===== src/rtl/cpu_bus_arbiter_pkg.sv =====
// Shared types for the two-master cpu32e2 bus arbiter.
package cpu_bus_arbiter_pkg;

    localparam int NUM_MASTERS = 2;
    localparam int MAX_ADDR_W  = 64;

    typedef logic masterId;

    // Address is carried at the widest supported width; the top slices it back down.
    typedef struct packed {
        logic                  read;
        logic                  write;
        logic [3:0]            bwe;
        logic [MAX_ADDR_W-1:0] address;
        logic [31:0]           data;
    } busCmd;

    function automatic logic [NUM_MASTERS-1:0] idToOneHot(input masterId id);
        return NUM_MASTERS'(1) << id;
    endfunction

endpackage


===== src/rtl/cpu_bus_arbiter_pending_fifo.sv =====
// Circular buffer of master IDs for reads that are issued but not yet returned.
module pending_id_fifo
    import cpu_bus_arbiter_pkg::*;
#(
    parameter int DEPTH = 4
) (
    input  logic                     clk,
    input  logic                     reset,
    input  logic                     push,
    input  logic                     pop,
    input  masterId                  pushId,
    output masterId                  head,
    output logic                     full,
    output logic                     empty,
    output logic [$clog2(DEPTH):0]   count
);

    localparam int PW = $clog2(DEPTH);

    masterId        mem [DEPTH];
    logic [PW-1:0]  wrPtr;
    logic [PW-1:0]  rdPtr;
    logic           doPush;
    logic           doPop;

    // A full buffer refuses a push even when a pop frees a slot in the same cycle.
    assign doPush = push & ~full;
    assign doPop  = pop & ~empty;
    assign full   = (count == (PW + 1)'(DEPTH));
    assign empty  = (count == '0);
    assign head   = mem[rdPtr];

    always_ff @(posedge clk) begin
        if (doPush) begin
            mem[wrPtr] <= pushId;
        end
    end

    always_ff @(posedge clk) begin
        if (reset) begin
            wrPtr <= '0;
            rdPtr <= '0;
            count <= '0;
        end else begin
            if (doPush) begin
                wrPtr <= wrPtr + PW'(1);
            end
            if (doPop) begin
                rdPtr <= rdPtr + PW'(1);
            end
            case ({doPush, doPop})
                2'b10:   count <= count + (PW + 1)'(1);
                2'b01:   count <= count - (PW + 1)'(1);
                default: count <= count;
            endcase
        end
    end

endmodule


===== src/rtl/cpu_bus_arbiter.sv =====
// Shares one cpu32e2 memory bus between CPU (master 0) and DMA/debug (master 1),
// routing in-order read returns back to the master that issued each read.
module cpu_bus_arbiter
    import cpu_bus_arbiter_pkg::*;
#(
    parameter int MAX_PENDING = 4,
    parameter int ADDR_W      = 32
) (
    input  logic                   clk,
    input  logic                   reset,
    input  logic [1:0]             m_read,
    input  logic [1:0]             m_write,
    input  logic [1:0][3:0]        m_bwe,
    input  logic [1:0][ADDR_W-1:0] m_address,
    input  logic [1:0][31:0]       m_dataOut,
    output logic [1:0]             m_waitRequest,
    output logic [1:0]             m_readValid,
    output logic [31:0]            m_dataIn,
    output logic                   s_read,
    output logic                   s_write,
    output logic [3:0]             s_bwe,
    output logic [ADDR_W-1:0]      s_address,
    output logic [31:0]            s_dataOut,
    input  logic                   s_waitRequest,
    input  logic                   s_readValid,
    input  logic [31:0]            s_dataIn,
    output logic                   orphanError
);

    // Handshake: a command transfers in any cycle where (s_read | s_write) is high and
    // s_waitRequest is low; the owning master sees m_waitRequest low in exactly that cycle
    // and must hold its command stable until then. Read data has no back-pressure.

    logic [1:0]               req;
    masterId                  owner;
    masterId                  grant;
    masterId                  lastServed;
    logic                     locked;
    logic                     ownerReq;
    busCmd                    cmd [NUM_MASTERS];
    busCmd                    sel;
    logic                     fwdRead;
    logic                     fwdWrite;
    logic                     accept;
    logic                     fifoFull;
    logic                     fifoEmpty;
    masterId                  headId;
    logic [$clog2(MAX_PENDING):0] pendingCount;
    logic                     unusedBits;

    always_comb begin
        for (int i = 0; i < NUM_MASTERS; i++) begin
            cmd[i].read    = m_read[i];
            cmd[i].write   = m_write[i];
            cmd[i].bwe     = m_bwe[i];
            cmd[i].address = MAX_ADDR_W'(m_address[i]);
            cmd[i].data    = m_dataOut[i];
        end
    end

    always_comb begin
        req = m_read | m_write;
        if (locked) begin
            owner = grant;
        end else begin
            case (req)
                2'b01:   owner = 1'b0;
                2'b10:   owner = 1'b1;
                default: owner = ~lastServed;
            endcase
        end
    end

    assign sel      = cmd[owner];
    assign ownerReq = req[owner];

    // Read wins over a simultaneous write from the same master.
    assign fwdRead  = sel.read & ~fifoFull & ~reset;
    assign fwdWrite = sel.write & ~sel.read & ~reset;
    assign accept   = (fwdRead | fwdWrite) & ~s_waitRequest;

    assign s_read    = fwdRead;
    assign s_write   = fwdWrite;
    assign s_bwe     = sel.bwe;
    assign s_address = sel.address[ADDR_W-1:0];
    assign s_dataOut = sel.data;
    assign m_dataIn  = s_dataIn;

    always_comb begin
        m_waitRequest        = 2'b11;
        m_waitRequest[owner] = ~accept;
    end

    assign m_readValid = (s_readValid & ~fifoEmpty & ~reset) ? idToOneHot(headId) : 2'b00;

    pending_id_fifo #(
        .DEPTH (MAX_PENDING)
    ) u_pendingFifo (
        .clk    (clk),
        .reset  (reset),
        .push   (fwdRead & accept),
        .pop    (s_readValid),
        .pushId (owner),
        .head   (headId),
        .full   (fifoFull),
        .empty  (fifoEmpty),
        .count  (pendingCount)
    );

    assign unusedBits = ^{sel.address, pendingCount};

    always_ff @(posedge clk) begin
        if (reset) begin
            grant       <= 1'b0;
            locked      <= 1'b0;
            lastServed  <= 1'b1;
            orphanError <= 1'b0;
        end else begin
            // Lock only while the owner is still asking; dropping the request frees the bus.
            locked <= ownerReq & ~accept;
            if (ownerReq) begin
                grant <= owner;
            end
            if (accept) begin
                lastServed <= owner;
            end
            if (s_readValid & fifoEmpty) begin
                orphanError <= 1'b1;
            end
        end
    end

endmodule


===== config.mk =====
export PLATFORM = sky130hd
export DESIGN_NAME = cpu_bus_arbiter
export DESIGN_NICKNAME = d
export VERILOG_FILES = /design/src/rtl/cpu_bus_arbiter_pkg.sv /design/src/rtl/cpu_bus_arbiter_pending_fifo.sv /design/src/rtl/cpu_bus_arbiter.sv
export SDC_FILE = /design/constraint.sdc
export NUM_CORES = 1
export LEC_CHECK = 0
export BUFFER_PORTS_ARGS = -buffer_cell sky130_fd_sc_hd__buf_2
export CORE_AREA = 2 2 109 111
export DETAILED_ROUTE_END_ITERATION = 16
export DIE_AREA = 0 0 111 113
export PLACE_DENSITY = 0.61
export RECOVER_POWER = 25
export SYNTH_ARGS = -nofsm -noshare
export SYNTH_HDL_FRONTEND = slang
export SYNTH_SLANG_ARGS = --single-unit

===== constraint.sdc =====
create_clock -name clk -period 4.1 [get_ports clk]
set_input_delay 0.82 -clock clk [delete_from_list [all_inputs] [get_ports clk]]
set_output_delay 0.82 -clock clk [all_outputs]
set_load 0.005 [all_outputs]

# Word level (Yosys, flattened, before mapping)
# Memory sizes are Yosys's and may differ from the RTL's. A register that Yosys moved wholly into a read port is not among the register bits.
# Cells that the tools add are included.
[word_totals] regBits=11 mem_bits_rw=4 input_bits=176 output_inout_bits=107 word_cells=62 mem_count=1
[memory_table] memory="u_pendingFifo.mem" depth=4 word_bits=1 rd=1 rd_ports_with_merged_regs=1 wr=1 line="cpu_bus_arbiter_pending_fifo.sv:20" text="masterId mem [DEPTH];"
[classes] add_sub_neg=4 n_lt_le_gt_ge=3 eq_ne=5 shifts=1 n_mux=15 bitwise_logic=23 reduce_logical=3
[op_table] op="2-to-1 mux 102 bit" count=3
[op_table] op="bitwise AND 1 bit" count=11
[op_table] op="NOT 1 bit" count=7
[op_table] op="2-to-1 mux 1 bit" count=6
[op_table] op="2-to-1 mux 2 bit" count=3
[op_table] op="one-hot mux 3 bit (2 select lines)" count=1
[op_table] op="adder 2 x 1 -> 2 bit (second input constant)" count=2
[op_table] op="equality test 2 x 1 -> 1 bit (second input constant)" count=2
[op_table] op="equality test 2 bit (second input constant)" count=2
[op_table] op="bitwise OR 2 bit" count=2
[op_table] op="adder 3 x 1 -> 3 bit (second input constant)" count=1
[op_table] op="equality test 3 bit (second input constant)" count=1
[op_table] op="logical NOT 3 bit" count=1
[op_table] op="subtractor 3 x 1 -> 3 bit (second input constant)" count=1
[op_table] op=">= comparator 2 bit (second input constant)" count=1
[op_table] op="less-than comparator 1 x 2 -> 1 bit (second input constant)" count=1
[op_table] op="NOT 1 -> 2 bit" count=1
[op_table] op="NOT 2 bit" count=1
[op_table] op="one-hot mux 1 bit (2 select lines)" count=1
[op_table] op="nonzero test 2 bit" count=1
[op_table] op="<< shifter 1 x 1 -> 2 bit (first input constant)" count=1
[op_table] op="demux 1 bit (select 1 bit)" count=1
[op_table] op=">= comparator 1 bit (second input constant)" count=1
[op_table] op="logical AND 1 bit" count=1
[op_table] op="bitwise OR 1 bit" count=1

# Depth between registers and ports, before layout
[depth] word_depth=17 ltp_mapped=12 ltp_nobuf=12

# Hierarchy
# From an unflattened synthesis, not the netlist that was laid out.
[unflattened] cells_unflattened=206 hier_area_um2=2147.1
[by_module_without_submodules] mod="cpu_bus_arbiter" instances=1 cells_each=147 area_per_inst_um2=1529.0 seq_area_each_um2=80.1
[by_module_without_submodules] mod="pending_id_fifo" instances=1 cells_each=59 area_per_inst_um2=618.1 seq_area_each_um2=300.3

# Worst setup path after synthesis
# Ideal clock, no wire load.
[synth_timing] kind="input to register" start="input m_read[1]" end="register u_pendingFifo.count[2]" setup_time_ns=0.071 t_arrival_ns=3.327 t_required_ns=4.029 setup_slack_ns=0.702 path_stages=12 n_path_buf=0 path_cell_list="or2_2 -> ha_1 -> nor2b_4 -> o21ai_0 -> a31oi_4 -> inv_1 -> ha_1 -> inv_1 -> fa_1 -> xor2_1 -> or3_1 -> a21oi_1"
[synth_via] elab_chain_len=17 elab_cells_between_ends=22 cone_classes="eq/ne (4); mux (6); bitwise (11); reduce/logical (1)"
[synth_lines] item="start, declared" line="cpu_bus_arbiter.sv:11" text="input logic [1:0] m_read,"
[synth_lines] item="bitwise OR 2 bit" line="cpu_bus_arbiter.sv:62" text="req = m_read | m_write;"
[synth_lines] item="equality test 2 bit or equality test 2 x 1 -> 1 bit (tied branches)" line="cpu_bus_arbiter.sv:66" text="case (req)"
[synth_lines] item="one-hot mux 1 bit (2 select lines)" line="cpu_bus_arbiter.sv:66"
[synth_lines] item="2-to-1 mux 1 bit" line="cpu_bus_arbiter.sv:63" text="if (locked) begin"
[synth_lines] item="NOT 1 -> 2 bit (not written as such)" line="cpu_bus_arbiter.sv:74" text="assign sel = cmd[owner];"
[synth_lines] item="2-to-1 mux 102 bit (not written as such) * (3 in series)" line="cpu_bus_arbiter.sv:74"
[synth_lines] item="NOT 1 bit" line="cpu_bus_arbiter.sv:79" text="assign fwdWrite = sel.write & ~sel.read & ~reset;"
[synth_lines] item="bitwise AND 1 bit (2 in series)" line="cpu_bus_arbiter.sv:79"
[synth_lines] item="bitwise OR 1 bit" line="cpu_bus_arbiter.sv:80" text="assign accept = (fwdRead | fwdWrite) & ~s_waitRequest;"
[synth_lines] item="bitwise AND 1 bit" line="cpu_bus_arbiter.sv:80"
[synth_lines] item="bitwise AND 1 bit *" line="cpu_bus_arbiter.sv:101" text=".push (fwdRead & accept),"
[synth_lines] item="bitwise AND 1 bit *" line="cpu_bus_arbiter_pending_fifo.sv:27" text="assign doPush = push & ~full;"
[synth_lines] item="equality test 2 x 1 -> 1 bit or equality test 2 bit (tied branches)" line="cpu_bus_arbiter_pending_fifo.sv:51" text="case ({doPush, doPop})"
[synth_lines] item="one-hot mux 3 bit (2 select lines) or nonzero test 2 bit (tied branches)"
[synth_lines] item="end signal, assigned" line="cpu_bus_arbiter_pending_fifo.sv:52" text="2'b10: count <= count + (PW + 1)'(1);"
[synth_lines] item="end signal, assigned" line="cpu_bus_arbiter_pending_fifo.sv:53" text="2'b01: count <= count - (PW + 1)'(1);"
[synth_lines] item="end signal, assigned" line="cpu_bus_arbiter_pending_fifo.sv:54" text="default: count <= count;"
[synth_lines] item="end, declared" line="cpu_bus_arbiter_pending_fifo.sv:15" text="output logic [$clog2(DEPTH):0] count"
# Every way passes the cells marked *; elsewhere a longest branch is shown, timed or not. The select of a mux whose other input is x is not followed.
# A chain may end at the register's enable or synchronous reset.

# Worst setup path in the final report
[layout_timing] start="input m_read[1]" end="output s_dataOut[31]"
[layout_via] elab_chain_len=8 elab_cells_between_ends=9 cone_classes="eq/ne (2); mux (5); bitwise (2)"
[layout_lines] item="bitwise OR 2 bit *" line="cpu_bus_arbiter.sv:62"
[layout_lines] item="equality test 2 bit or equality test 2 x 1 -> 1 bit (tied branches)" line="cpu_bus_arbiter.sv:66"
[layout_lines] item="one-hot mux 1 bit (2 select lines) *" line="cpu_bus_arbiter.sv:66"
[layout_lines] item="2-to-1 mux 1 bit *" line="cpu_bus_arbiter.sv:63"
[layout_lines] item="NOT 1 -> 2 bit (not written as such) *" line="cpu_bus_arbiter.sv:74"
[layout_lines] item="2-to-1 mux 102 bit (not written as such) * (3 in series)" line="cpu_bus_arbiter.sv:74"
[layout_lines] item="end, declared" line="cpu_bus_arbiter.sv:23" text="output logic [31:0] s_dataOut,"
# Marked as above.

==> metrics.yaml <==
synthesis:
  yosysMostFrequentCell: "nand2_1"
  ys_ff_latch: 17
  synthArstFlopShare: 0
  synth_top_area_frac: 0.387
  netlist_area_um2: 2030
  yosys_warnings: 0
  yosysSeqAreaShare: 0.188
  yosys.cell_types.count: 37
  yosys.area_share.xor_xnor: 0.0216
  synth_ff_type: "dfxtp_1"
  syn_inst: 345
  synth_edf_count: 4
  synth_top_family_by_area: "simple AND/OR/NAND/NOR gates"
  synthMuxAreaShare: 0.0222
  synth_compound_area_frac: 0.0747
  synth_top_area_cell: "nand2_1"
  yosys-top-cells-area: "nand2_1, dfxtp_1, buf_4"
  synthAdderAreaFrac: 0.0469
  yosys.area_share.simple: 0.475
  synth_common_cells: "nand2_1, buf_4, dfxtp_1, clkbuf_1, nor2_1"
  avgSynthCellArea_um2: 5.87
  synth_fp_nets: 528
worst_setup_path:
  path_cells: "buf_2 > or2_2 > ha_1 > nor2b_4 > o31ai_4 > buf_4 > nand2_1 > nand2_1 > buf_2"
  r2r_setup_slack_ps: 1650
  cp_slowest_cell: "buf_4"
  crit_type: "in2out"
  reg2reg_to: "u_pendingFifo.count[2]"
  max_stage_delay_ps: 400
  crit_path_start_kind: "input port"
  regToRegStartpoint: "locked"
  end_kind: "output port"
  worstPathRequired_ps: 3280
  critPathTopFamily: "buffers and inverters"
  rr_worst_depth: 10
  critPathMaxFanout: 35
  arrival_ps: 2780
  cp_num_buf_inv: 3
grt:
  grt_max_degree: 38
  grt_pass1_wl_um: 12100
  track_usage: 0.116
  grt_pass1_vias: 2446
  grt.overflow.total: 0
  antenna_found_initial: 0
routing:
  drc: 0
  ant_nets: 0
  wl_per_cell_um: 11.8
  drt_iter0_markers: 128
  first_pass_iters: 4
  drt_wl_total_um: 7830
  vias: 2631
  routed.top_layer: "met4"
  via_per_inst: 3.95
  drt-met1-wl_um: 3220
  wl_met2_um: 4000
  route.met3.wl_um: 554
floorplanning:
  initial_core_util: 0.180
  die_area_um2: 12500
  io_pins: 283
  coreArea_um2: 11300
  die_h_um: 113
  die-width_um: 111
  placementRows: 39
timing:
  holdWs_ps: 463
  setup_tns_ps: 0
  hold_violations: 0
  worst_pin_slew_ps: 782
  fin_crit_sh: 0.878
  fin_ws_ps: 501
  clock.fmax_ghz: 0.278
  slew_headroom: 0.479
  skew_ps: 2.40
  setup-violations-final: 0
  slew_viol_final: 0
  min_period_ps: 3600
  grt_setup_unrepaired: "false"
min_path:
  hold_class: "reg2reg"
  whs_path_depth: 2
  worstHoldStart: "orphanError"
  hold_end: "orphanError"
layout:
  fillers: 1318
  diodes: 0
  seqCellArea_um2: 380
  drive_above_1_share: 0.461
  multiInputGateArea_um2: 1300
  syn2layout_area_growth_pct: 53.2
  fin_util: 0.275
  nets: 707
  stdcell_area_um2: 3100
clocking:
  root_buffer: "clkbuf_16"
  cts_made_buffers: 3
  cts-resized-gates: 0
  h-tree-depth: 1
  clk_pin_slew_ps: 50
  hold_buffers: 0
  post_cts_buffers: 0
  clk_latency_ps: 250
  cts.sink_count: 17
  cts_tree: "yes"
  clock_path_buffers: 2
placed_design:
  place.gp.congestion: 0.784
  port_buffers: 218
  dp_hpwl_um: 6750
  dp_slack_ps: 398
  placed_cell_area_um2: 3020
power:
  ir_worst_vdd_mv: 0.291
  p_leak_nw: 1.88
  p_per_area_nw_per_um2: 406
flow_run:
  max_cap_viol_count: 0
status:
  run_status: "finished, final reports clean"
==> kinds of logic after synthesis <==
| logic type | after synthesis |
|---|---|
| buf+inv | 57 |
| fa+ha+maj | 7 |
| compound gates | 18 |
| flops | 17 |
| simple gates | 238 |
| xor+xnor | 5 |
| mux | 3 |
==> layout make-up <==
| type | instances | area share |
|---|---|---|
| Tap cell | 143 | 0.0577 |
| Sequential cell | 17 | 0.123 |
| Multi-Input combinational cell | 271 | 0.418 |
| Clock buffer | 3 | 0.0242 |
| Inverter | 9 | 0.0109 |
| Timing Repair Buffer | 222 | 0.365 |
| Clock inverter | 1 | 0.00161 |
==> power breakdown <==
group	leakage [nW]	switching (W)	internal [W]	total (W)
clock	0.0409	0.0000634	0.000130	0.000194
combinational	1.70	0.000468	0.000370	0.000838
sequential	0.143	0.0000237	0.000203	0.000227
total	1.88	0.000555	0.000703	0.00126
==> stage by stage <==
step / total power, W / std cells
final: 0.00126 / 666
after detailed placement: 0.00109 / 662
after floorplan: 0.000721 / 345
after global placement: 0.00109 / 662
after CTS: 0.00129 / 666
after global routing: 0.00140 / 666
==> layer usage <==
layer	track usage	vias to the layer above
li1	-	1386
met1	0.144	1111
met2	0.211	128
met3	0.0246	6
met4	0.0167	0
met5	0	-
==> how the worst max path moves through the flow <==
stage / startpoint / end / slack (ps) / cells past startpoint
6_report: m_read[1] / s_dataOut[31] / 500 / 9
5_1_grt: m_read[1] / s_dataOut[25] / 360 / 9
4_1_cts: m_read[1] / s_dataOut[31] / 470 / 9
3_5_place_dp: m_read[1] / u_pendingFifo.count[2] / 400 / 13
3_3_place_gp: m_read[1] / u_pendingFifo.count[2] / 460 / 13
2_1_floorplan: m_read[1] / u_pendingFifo.count[2] / 700 / 12
==> cells in the final DEF, fill, tap and decap left out, types with 3 or more instances in the layout <==
cell,instances
buf_4,3
dfxtp_1,13
o21ai_0,3
ha_1,6
nand2_1,209
nor2_1,12
and2_2,4
inv_1,8
edfxtp_1,4
clkbuf_16,3
a21oi_1,5
buf_2,217
nor3b_1,3
xor2_1,3
==> worst min-delay path: cells and delay by family, from the launching register on <==
kind	cells	cell delay, ps
AO/OA/AOI/OAI	1	40
AND/OR/NAND/NOR	1	70
flip-flops	1	320
(Power assumes the default switching activity.)
